[src/rtl/uart_arb_pkg.sv]
// uart_arb_pkg
//   Shared definitions for the UART transmit arbiter:
//   - one-hot state encoding constants and the FSM state type
//   - legal range for the number of requesters and its check function
// Ports: none (package).
package uart_arb_pkg;

    localparam logic [3:0] ST_IDLE  = 4'b0001;
    localparam logic [3:0] ST_START = 4'b0010;
    localparam logic [3:0] ST_WAIT  = 4'b0100;

    typedef enum logic [3:0] {
        S_IDLE  = ST_IDLE,
        S_START = ST_START,
        S_WAIT  = ST_WAIT
    } arb_state_t;

    localparam int N_REQ_MIN = 2;
    localparam int N_REQ_MAX = 16;

    function automatic bit n_req_in_range(input int n);
        return (n >= N_REQ_MIN) && (n <= N_REQ_MAX);
    endfunction

endpackage

[src/rtl/uart_tx_arbiter_if.sv]
// uart_tx_arbiter_if
//   Bundles the producer-side request/ack signals and the UART_TX
//   tx_data/tx_ready/tx_done handshake for the arbiter.
//   req_lock exists only when UART_ARB_LOCK_EN is defined.
// Signals:
//   req, req_data, req_lock : from the producers
//   req_ack, grant_id, busy : to the producers
//   tx_data, tx_ready       : to UART_TX
//   tx_done                 : from UART_TX (high = UART idle)
// Modports:
//   master : arbiter side
//   slave  : producers + UART side
interface uart_tx_arbiter_if
    import uart_arb_pkg::*;
#(
    parameter int N_REQ  = 4,
    parameter int DATA_W = 8
);
    localparam int ID_W = $clog2(N_REQ);

    logic [N_REQ-1:0]        req;
    logic [N_REQ*DATA_W-1:0] req_data;
`ifdef UART_ARB_LOCK_EN
    logic [N_REQ-1:0]        req_lock;
`endif
    logic [N_REQ-1:0]        req_ack;
    logic [ID_W-1:0]         grant_id;
    logic                    busy;
    logic [DATA_W-1:0]       tx_data;
    logic                    tx_ready;
    logic                    tx_done;

`ifdef UART_ARB_LOCK_EN
    modport master (
        input  req, req_data, req_lock, tx_done,
        output req_ack, grant_id, busy, tx_data, tx_ready
    );
    modport slave (
        output req, req_data, req_lock, tx_done,
        input  req_ack, grant_id, busy, tx_data, tx_ready
    );
`else
    modport master (
        input  req, req_data, tx_done,
        output req_ack, grant_id, busy, tx_data, tx_ready
    );
    modport slave (
        output req, req_data, tx_done,
        input  req_ack, grant_id, busy, tx_data, tx_ready
    );
`endif

endinterface

[src/rtl/uart_rr_pick.sv]
// uart_rr_pick
//   Combinational round-robin picker. Scans req starting at ptr+1 and
//   wrapping modulo N_REQ; the requester at ptr itself is checked last.
// Ports:
//   req   in  N_REQ : request vector
//   ptr   in  ID_W  : index of the last winner
//   valid out 1     : at least one request is set
//   idx   out ID_W  : winner index (0 when !valid)
//   grant out N_REQ : one-hot winner (0 when !valid)
module uart_rr_pick
    import uart_arb_pkg::*;
#(
    parameter int N_REQ = 4,
    localparam int ID_W = $clog2(N_REQ)
) (
    input  logic [N_REQ-1:0] req,
    input  logic [ID_W-1:0]  ptr,
    output logic             valid,
    output logic [ID_W-1:0]  idx,
    output logic [N_REQ-1:0] grant
);

    logic [ID_W-1:0] cand;

    always_comb begin
        valid = 1'b0;
        idx   = '0;
        grant = '0;
        cand  = '0;
        for (int k = 1; k <= N_REQ; k++) begin
            cand = ID_W'((int'(ptr) + k) % N_REQ);
            if (!valid && req[cand]) begin
                valid       = 1'b1;
                idx         = cand;
                grant[cand] = 1'b1;
            end
        end
    end

endmodule

[src/rtl/uart_tx_arbiter.sv]
// uart_tx_arbiter
//   Shares one UART_TX between N_REQ byte producers with round-robin
//   arbitration. One UART transfer per acknowledged byte; bytes from
//   different producers never interleave.
//   Optional feature macro: UART_ARB_LOCK_EN (packet lock via req_lock).
// Ports:
//   clock  in : system clock (UART_TX domain)
//   reset  in : synchronous, active-low
//   bus       : uart_tx_arbiter_if.master
//               req/req_data/req_lock in, req_ack/grant_id/busy out,
//               tx_data/tx_ready out, tx_done in
//   All outputs are registered.
module uart_tx_arbiter
    import uart_arb_pkg::*;
#(
    parameter int N_REQ  = 4,
    parameter int DATA_W = 8
) (
    input  logic             clock,
    input  logic             reset,
    uart_tx_arbiter_if.master bus
);

    localparam int ID_W = $clog2(N_REQ);

    if (!n_req_in_range(N_REQ)) begin : g_bad_n_req
        $error("uart_tx_arbiter: N_REQ out of range 2..16");
    end

    arb_state_t        state_q, state_d;
    logic [N_REQ-1:0]  ack_q, ack_d;
    logic [ID_W-1:0]   grant_q, grant_d;
    logic [ID_W-1:0]   ptr_q, ptr_d;
    logic              busy_q, busy_d;
    logic              ready_q, ready_d;
    logic [DATA_W-1:0] data_q, data_d;

    logic [N_REQ-1:0]  pick_req;
    logic              pick_valid;
    logic [ID_W-1:0]   pick_idx;
    logic [N_REQ-1:0]  pick_grant;
    logic [DATA_W-1:0] pick_byte;

`ifdef UART_ARB_LOCK_EN
    // Set when a locked requester finishes a byte; while it stays set and
    // that requester keeps req_lock high, only it may win.
    logic lock_q, lock_d;
    logic hold_active;

    assign hold_active = lock_q && bus.req_lock[grant_q];
    assign pick_req    = hold_active
                       ? (bus.req & ({{(N_REQ-1){1'b0}}, 1'b1} << grant_q))
                       : bus.req;
`else
    assign pick_req = bus.req;
`endif

    uart_rr_pick #(
        .N_REQ (N_REQ)
    ) u_pick (
        .req   (pick_req),
        .ptr   (ptr_q),
        .valid (pick_valid),
        .idx   (pick_idx),
        .grant (pick_grant)
    );

    always_comb begin
        pick_byte = '0;
        for (int i = 0; i < N_REQ; i++) begin
            if (pick_grant[i]) begin
                pick_byte = bus.req_data[i*DATA_W +: DATA_W];
            end
        end
    end

    always_comb begin
        state_d = state_q;
        ack_d   = '0;
        grant_d = grant_q;
        ptr_d   = ptr_q;
        busy_d  = busy_q;
        ready_d = ready_q;
        data_d  = data_q;
`ifdef UART_ARB_LOCK_EN
        lock_d  = lock_q;
`endif
        case (state_q)
            S_IDLE: begin
`ifdef UART_ARB_LOCK_EN
                if (!bus.req_lock[grant_q]) begin
                    lock_d = 1'b0;
                end
`endif
                // Only arbitrate when the UART reports idle.
                if (bus.tx_done && pick_valid) begin
                    data_d  = pick_byte;
                    ack_d   = pick_grant;
                    grant_d = pick_idx;
                    ptr_d   = pick_idx;
                    ready_d = 1'b1;
                    busy_d  = 1'b1;
                    state_d = S_START;
                end
            end
            S_START: begin
                // tx_done low means UART_TX has taken the byte.
                if (!bus.tx_done) begin
                    ready_d = 1'b0;
                    state_d = S_WAIT;
                end
            end
            S_WAIT: begin
                if (bus.tx_done) begin
                    busy_d  = 1'b0;
                    state_d = S_IDLE;
`ifdef UART_ARB_LOCK_EN
                    lock_d  = bus.req_lock[grant_q];
`endif
                end
            end
            default: begin
                ready_d = 1'b0;
                busy_d  = 1'b0;
                state_d = S_IDLE;
            end
        endcase
    end

    always_ff @(posedge clock) begin
        if (!reset) begin
            state_q <= S_IDLE;
            ack_q   <= '0;
            grant_q <= '0;
            ptr_q   <= ID_W'(N_REQ - 1);
            busy_q  <= 1'b0;
            ready_q <= 1'b0;
            data_q  <= '0;
`ifdef UART_ARB_LOCK_EN
            lock_q  <= 1'b0;
`endif
        end else begin
            state_q <= state_d;
            ack_q   <= ack_d;
            grant_q <= grant_d;
            ptr_q   <= ptr_d;
            busy_q  <= busy_d;
            ready_q <= ready_d;
            data_q  <= data_d;
`ifdef UART_ARB_LOCK_EN
            lock_q  <= lock_d;
`endif
        end
    end

    assign bus.req_ack  = ack_q;
    assign bus.grant_id = grant_q;
    assign bus.busy     = busy_q;
    assign bus.tx_data  = data_q;
    assign bus.tx_ready = ready_q;

endmodule

[src/flat_wrapper.sv]
// flat-port wrapper written by rule: the top's interface ports become plain ports
module uart_tx_arbiter_flat import uart_arb_pkg::*;
#(
    parameter int N_REQ  = 4,
    parameter int DATA_W = 8
)
  (clock, reset, bus_req, bus_req_data, bus_tx_done, bus_req_ack, bus_grant_id, bus_busy, bus_tx_data, bus_tx_ready);
  uart_tx_arbiter_if #(.N_REQ(N_REQ), .DATA_W(DATA_W)) bus_i ();
  input  logic clock;
  input  logic reset;
  input wire logic [$bits(bus_i.req)-1:0] bus_req;
  input wire logic [$bits(bus_i.req_data)-1:0] bus_req_data;
  input wire logic [$bits(bus_i.tx_done)-1:0] bus_tx_done;
  output wire logic [$bits(bus_i.req_ack)-1:0] bus_req_ack;
  output wire logic [$bits(bus_i.grant_id)-1:0] bus_grant_id;
  output wire logic [$bits(bus_i.busy)-1:0] bus_busy;
  output wire logic [$bits(bus_i.tx_data)-1:0] bus_tx_data;
  output wire logic [$bits(bus_i.tx_ready)-1:0] bus_tx_ready;
  assign bus_i.req = bus_req;
  assign bus_i.req_data = bus_req_data;
  assign bus_i.tx_done = bus_tx_done;
  assign bus_req_ack = bus_i.req_ack;
  assign bus_grant_id = bus_i.grant_id;
  assign bus_busy = bus_i.busy;
  assign bus_tx_data = bus_i.tx_data;
  assign bus_tx_ready = bus_i.tx_ready;
  uart_tx_arbiter #(.N_REQ(N_REQ), .DATA_W(DATA_W)) u_core (.clock(clock), .reset(reset), .bus(bus_i));
endmodule
[config.mk]
export PLATFORM = sky130hd
export DESIGN_NAME = uart_tx_arbiter_flat
export DESIGN_NICKNAME = d
export VERILOG_FILES = /design/src/rtl/uart_arb_pkg.sv /design/src/rtl/uart_tx_arbiter_if.sv /design/src/rtl/uart_rr_pick.sv /design/src/rtl/uart_tx_arbiter.sv /design/src/flat_wrapper.sv
export SDC_FILE = /design/constraint.sdc
export NUM_CORES = 1
export LEC_CHECK = 0
export ABC_AREA = 0
export ABC_CLOCK_PERIOD_IN_PS = 3850
export CORE_MARGIN = 2
export CORE_UTILIZATION = 50
export CTS_CLUSTER_DIAMETER = 100
export CTS_CLUSTER_SIZE = 10
export DETAILED_ROUTE_END_ITERATION = 8
export DONT_BUFFER_PORTS = 1
export GPL_ROUTABILITY_DRIVEN = 1
export PLACE_DENSITY = 0.75
export SYNTH_ARGS = -nofsm -noshare
export SYNTH_HDL_FRONTEND = slang
export SYNTH_SLANG_ARGS = --single-unit
export TNS_END_PERCENT = 30
[constraint.sdc]
create_clock -name clock -period 3.85 [get_ports clock]
set_clock_uncertainty 0.05 [all_clocks]
set_input_delay 0.77 -clock clock [delete_from_list [all_inputs] [get_ports clock]]
set_output_delay 0.77 -clock clock [all_outputs]
set_load 0.05 [all_outputs]
==> results of run 1 <==
## flip-flops by register name, summed over array words and instances, names as in the netlist
name,cells
u_core.bus.tx_data,8
u_core.bus.req_ack,4
u_core.state_q,3
u_core.bus.grant_id,2
u_core.ptr_q,2
u_core.bus.busy,1
u_core.bus.tx_ready,1
## stage by stage
stage | cell area [sq um] | utilization (%) | worst slack (ns) | instances | power [mW]
2_1_floorplan | 1570 | - | 0.938 | 184 | 0.614
3_3_place_gp | 1550 | 51.1 | 0.683 | 215 | 0.642
3_5_place_dp | 1550 | 51.1 | 0.518 | 215 | 0.654
4_1_cts | 1570 | 51.9 | 0.500 | 219 | 0.760
5_1_grt | 1570 | 51.9 | 0.240 | 219 | 0.809
6_report | 1570 | 51.9 | 0.467 | 219 | 0.759
## layer usage
layer	vias up	GRT usage (%)	routed length, um
met2	49	36.8	1920
li1	680	-	-
met5	-	0	0
met1	674	27.5	1580
met4	0	5.40	42
met3	6	6.49	315
## cell type report
type	count	area [sq um]	area share (%)
Multi-Input combinational cell	146	1050	66.7
Sequential cell	21	420	26.7
Tap cell	44	55.1	3.50
Clock buffer	4	26.3	1.67
Timing Repair Buffer	2	15.0	0.955
Inverter	2	7.51	0.477
## cells in the final DEF (no fill, tap or decap), drive strengths merged, types with 2 or more instances in the layout
| cell type | netlist | final |
|---|---|---|
| a211o | 2 | 2 |
| a21oi | 19 | 19 |
| a221oi | 3 | 3 |
| a22o | 8 | 8 |
| buf | 8 | 2 |
| clkbuf | 7 | 4 |
| dfxtp | 21 | 21 |
| ha | 8 | 8 |
| inv | 2 | 2 |
| mux4 | 3 | 3 |
| nand2 | 22 | 22 |
| nand2b | 3 | 3 |
| nand3b | 4 | 4 |
| nor2 | 15 | 15 |
| nor2b | 4 | 4 |
| nor3 | 2 | 2 |
| nor3b | 9 | 9 |
| nor4b | 2 | 2 |
| o21ai | 9 | 9 |
| o221ai | 8 | 8 |
| o311a | 8 | 8 |
| or2 | 2 | 2 |
| or3 | 2 | 2 |
| or3b | 2 | 2 |
## kinds of logic (layout without fill, tap and decap cells)
family	after synthesis	after routing	share of synthesized area [%]
AND/OR/NAND/NOR	68	68	23.7
adder cells (fa/ha/maj)	8	8	6.39
flip-flops	21	21	26.8
buffers and inverters	17	8	6.23
multiplexers	4	4	4.95
XOR/XNOR	1	1	0.559
AO/OA/AOI/OAI	65	65	31.3
## worst max-delay path: cells and delay by family (launching register included)
family | cells | cell delay, ns
adders and majority gates | 1 | 0.48
and+or+nand+nor | 1 | 0.25
muxes | 1 | 0.46
buffers and inverters | 1 | 0.24
DFF | 1 | 0.69
AOI/OAI and AO/OA | 4 | 1.10
## power groups by stage
stage / combinational, mW / sequential (mW) / clock (mW)
2_1_floorplan: 0.260 / 0.353 / 0
3_3_place_gp: 0.278 / 0.364 / 0
3_5_place_dp: 0.287 / 0.367 / 0
4_1_cts: 0.289 / 0.361 / 0.111
5_1_grt: 0.322 / 0.366 / 0.121
6_report: 0.291 / 0.361 / 0.107
## path summary, 6_finish.rpt
| path | from | cells past startpoint | end | slack [ns] |
|---|---|---|---|---|
| hold reg to reg | u_core.state_q[0] | 1 | u_core.state_q[2] | 0.51 |
| hold / removal | bus_tx_done | 1 | u_core.state_q[2] | 0.48 |
| setup / recovery | u_core.ptr_q[0] | 8 | u_core.bus.tx_data[5] | 0.47 |
| setup reg to reg | u_core.ptr_q[0] | 8 | u_core.bus.tx_data[5] | 0.47 |
==> metrics.cfg, run 1 <==
[grt]
grt_pass1_vias=1317
grt_usage_pct=21.9
grt_max_degree=19
antenna_found_initial=0
grt_first_pass_wirelength_um=6080
overflow=0

[worst_setup_path]
max_stage_delay_ns=0.69
cp_slowest_cell=dfxtp_1
crit_path_frequent_cell=a21oi_1
crit_fanout=15
cp_data_required_time_ns=4.00
start_kind=flip-flop
end_kind=flip-flop
crit_chain=inv_1 > ha_1 > mux4_2 > a21oi_1 > a21oi_1 > a21oi_2 > nand3_2 > o311a_1
setup.worst_path.class=flip-flop to flip-flop
critPathArrivalTime_ns=3.53

[route]
routed_via_density=6.43
drt_iter0_markers=41
ant_nets=0
firstDrtPassIters=4
via_count=1409
drc=0
wire_per_inst_um=17.6
routed_wirelength_um=3850

[synth]
yosys_most_used_dff=dfxtp_1
synth_common_cells=nand2_1 (22), dfxtp_1 (21), a21oi_1 (18), nor2_1 (15)
netlist_instances=184
async_flop_share_pct=0
syn_nets=231
yosys_warnings=0
yosys.cell_types.count=45
syn-cell-area_sq_um=1570
synth_area_per_cell_sq_um=8.51
synthTopCellsByArea=dfxtp_1 (27%), ha_1 (6.4%), a21oi_1 (5.8%)
synth_edf_count=0
synth_top_area_share_pct=26.8
ys_ff_latch=21
synth_top_cell_by_area=dfxtp_1
synth_most_common_cell=nand2_1
ys_seq_area_share_pct=26.8

[sta]
clock.fmax_ghz=0.296
finalHoldWorstSlack_ns=0.481
setup_tns_ns=0
hold_violations=0
period_minus_slack_ns=3.38
slew_viol_final=0
setup_violations=0
rsz0062_at_grt=false
tightest_slew_ns=0.885
min_period_over_period_pct=87.9
slew_headroom_pct=40.7

[pwr]
pwr-share-seq_pct=47.6
power_frac_clock_pct=14.1
combPwrFrac_pct=38.3
switching_power_uw=347
peakVddDrop_mv=0.223
swShare_pct=45.7
p_per_area_nw_per_um2=483
cellLeakagePower_nw=0.597
p_int_uw=412

[die]
ioPinCount=55
fp.coreArea_sq_um=3030
fp.dieH_um=60.0
die_w_um=60.0
dieArea_sq_um=3600
start_util_pct=51.7
num_rows=20

[clock_tree]
post_cts_buffers=0
cts_sinks=21
ctsLongestPathBuffers=2
clk_pin_slew_ns=0.12
htreeDepth=1
tritoncts=built
numCtsBuffers=3
cts-root-buf=clkbuf_4
cts-hold-fix-buffers=0
clock_latency_ns=0.30
cts_resized=0

[place]
place.port_buffers=0
place_congestion=0.885
dpl.hpwl_um=2910

[final_layout]
final_layout_size_suffix_gt1_share_pct=9.14
finalNetCount=223
fillers=294
antenna_cells=0
area_growth_pct=0.399

[outcome]
status=complete, no violations

[run]
maxCapViolCount=0

[hold_path]
hold_class=input port to flip-flop

Power figures use the tool's default switching activity.
==> run 2: changes to the inputs <==
ABC_AREA = 1   (was 0)
==> metrics.cfg, run 2 <==
[outcome]
status=complete, no violations

[sta]
hold_violations=0  ; unchanged
setup_tns_ns=0  ; unchanged
rsz0062_at_grt=false
clock.fmax_ghz=0.368  ; +24%
slew_viol_final=0  ; unchanged
slew_headroom_pct=64.0  ; +23 points
setup_violations=0  ; unchanged
tightest_slew_ns=0.539  ; -0.346 ns
min_period_over_period_pct=70.7  ; -17 points
period_minus_slack_ns=2.72  ; -0.663 ns

[route]
via_count=1448  ; +2.8%
drt_iter0_markers=72  ; +76%
wire_per_inst_um=14.2  ; -19%
routed_wirelength_um=3610  ; -6.4%
firstDrtPassIters=4  ; unchanged
ant_nets=0  ; unchanged
routed_via_density=5.72  ; -11%
drc=0  ; unchanged

[die]
dieArea_sq_um=3610  ; +0.37%
ioPinCount=55  ; unchanged
fp.dieH_um=60.1  ; +0.18%
start_util_pct=51.9  ; +0.21 points
num_rows=20  ; unchanged
fp.coreArea_sq_um=3030  ; unchanged
die_w_um=60.1  ; +0.18%

[synth]
synth_common_cells=nand2_1 (42), a21oi_1 (34), dfxtp_1 (21), inv_1 (20), nand3_1 (19)
ys_ff_latch=21  ; unchanged
syn-cell-area_sq_um=1570  ; +0.40%
synth_top_cell_by_area=dfxtp_1
yosys_most_used_dff=dfxtp_1
synth_top_area_share_pct=26.7  ; -0.11 points
async_flop_share_pct=0  ; unchanged
syn_nets=257  ; +11%
synth_most_common_cell=nand2_1
netlist_instances=210  ; +14%
synth_area_per_cell_sq_um=7.49  ; -12%
synthTopCellsByArea=dfxtp_1 (27%), a21oi_1 (11%), nand2_1 (10%)
synth_edf_count=0  ; unchanged
yosys_warnings=0  ; unchanged
ys_seq_area_share_pct=26.7  ; -0.11 points
yosys.cell_types.count=35  ; -22%

[worst_setup_path]
crit_chain=inv_4 > ha_1 > inv_1 > nand2_4 > nand2_8 > nor2_4 > nand3_1 > nand3_2 > inv_2 > o311ai_0 > a21oi_1
cp_data_required_time_ns=4.06  ; +0.06 ns
cp_num_cells=11  ; +3
setup.worst_path.class=flip-flop to flip-flop
max_stage_delay_ns=0.62  ; -0.07 ns
crit_family=flip-flops
crit_buf_inv=3  ; +2
end_kind=flip-flop
cp_slowest_cell=dfxtp_1
r2r_setup_slack_ns=1.13  ; +0.66 ns
critPathArrivalTime_ns=2.93  ; -0.60 ns
start_kind=flip-flop
crit_fanout=13  ; -2
rr_worst_depth=11  ; +3

[final_layout]
area_growth_pct=2.86
regArea_sq_um=420  ; unchanged
multi_input_area_sq_um=1030  ; -2.1%
largest_reg_flops=8  ; unchanged
layout_commonest_cell=nand2_1
antenna_cells=0  ; unchanged
mostFrequentLayoutCells=nand2_1 (42), a21oi_1 (34), dfxtp_1 (21)
fillers=300  ; +2.0%
final_layout_size_suffix_gt1_share_pct=17.7  ; +8.6 points
finalNetCount=257  ; +15%
finish.instance_area_sq_um=1620  ; +2.9%

[grt]
grt_first_pass_wirelength_um=5870  ; -3.5%
antenna_found_initial=0  ; unchanged
overflow=0  ; unchanged
grt_pass1_vias=1301  ; -1.2%
grt_usage_pct=21.1  ; -0.80 points
grt_max_degree=17  ; -2

[hold_path]
holdPathStages=1  ; unchanged
hold_class=input port to flip-flop

[clock_tree]
cts_resized=0  ; unchanged
cts-hold-fix-buffers=0  ; unchanged
ctsLongestPathBuffers=2  ; unchanged
htreeDepth=1  ; unchanged
numCtsBuffers=3  ; unchanged
post_cts_buffers=0  ; unchanged
tritoncts=built
clk_pin_slew_ns=0.13  ; about the same
clock_latency_ns=0.32  ; +0.02 ns
cts_sinks=21  ; unchanged
cts-root-buf=clkbuf_4

[pwr]
p_per_area_nw_per_um2=952  ; +97%
cellLeakagePower_nw=0.759  ; +27%
peakVddDrop_mv=0.431  ; +94%

[place]
dpl.hpwl_um=2710  ; -6.7%
place.port_buffers=0  ; unchanged
place_congestion=0.908  ; +2.7%
placed_cell_area_sq_um=1590  ; +2.8%

[run]
maxCapViolCount=0  ; unchanged

-- run 2: changes by cell type after synthesis, moves of 8 or more --
| cell | previous run | this run |
|---|---|---|
| nand2_1 | 22 | 42 |
| nand3_1 | 0 | 19 |
| inv_1 | 2 | 20 |
| a21oi_1 | 18 | 34 |
| nor2_1 | 15 | 4 |
| a22o_1 | 8 | 0 |
| nand2_2 | 0 | 8 |
| nor3b_1 | 8 | 0 |
| o221ai_1 | 8 | 0 |
| o311a_1 | 8 | 0 |
-- run 2: kinds of logic (layout without fill, tap and decap cells) --
group | after synthesis | in the layout | share of synthesized area [%]
buf+inv | 28 | 27 | 8.03
flops | 21 | 21 | 26.7
compound gates | 58 | 58 | 22.4
simple gates | 95 | 95 | 36.5
fa+ha+maj | 8 | 8 | 6.36
-- run 2: report_power, final --
group          internal, mW  switching, mW  leakage (nW)
Clock                0.0389         0.0766        0.0177
Combinational         0.299          0.618         0.568
Sequential            0.280          0.227         0.173
-- run 2: cell type report --
type,instances,area share (%)
clock inverters,1,0.309
inverters,23,5.49
flip-flops and latches,21,26.0
clock buffers,3,1.39
well taps,44,3.40
multi-input cells,161,63.4
-- run 2: worst paths after layout --
| kind | startpoint | end |
|---|---|---|
| worst max-delay path | u_core.ptr_q[0] | u_core.bus.grant_id[0] |
| worst min-delay path | reset | u_core.state_q[0] |
| worst max register to register | u_core.ptr_q[0] | u_core.bus.grant_id[0] |
| worst min register to register | u_core.state_q[0] | u_core.state_q[2] |
-- run 2: per-stage QoR --
stage / power, mW / utilization (%) / instances / worst slack [ns] / hold WS [ns]
3_5_place_dp: 1.43 / 52.5 / 249 / 1.16 / 0.531
4_1_cts: 1.54 / 53.4 / 253 / 1.13 / 0.495
6_report: 1.54 / 53.4 / 253 / 1.13 / 0.492
2_1_floorplan: 1.29 / - / 210 / 1.61 / 0.493
3_3_place_gp: 1.41 / 52.5 / 249 / 1.27 / 0.523
5_1_grt: 1.68 / 53.4 / 253 / 0.874 / 0.486
-- run 2: layer usage --
layer	share of wire (%)	GRT usage [%]	routed length (um)
met5	0	0	0
met4	1.1	4.76	41
met3	6.7	4.76	242
met2	48	33.5	1720
met1	44	29.1	1600
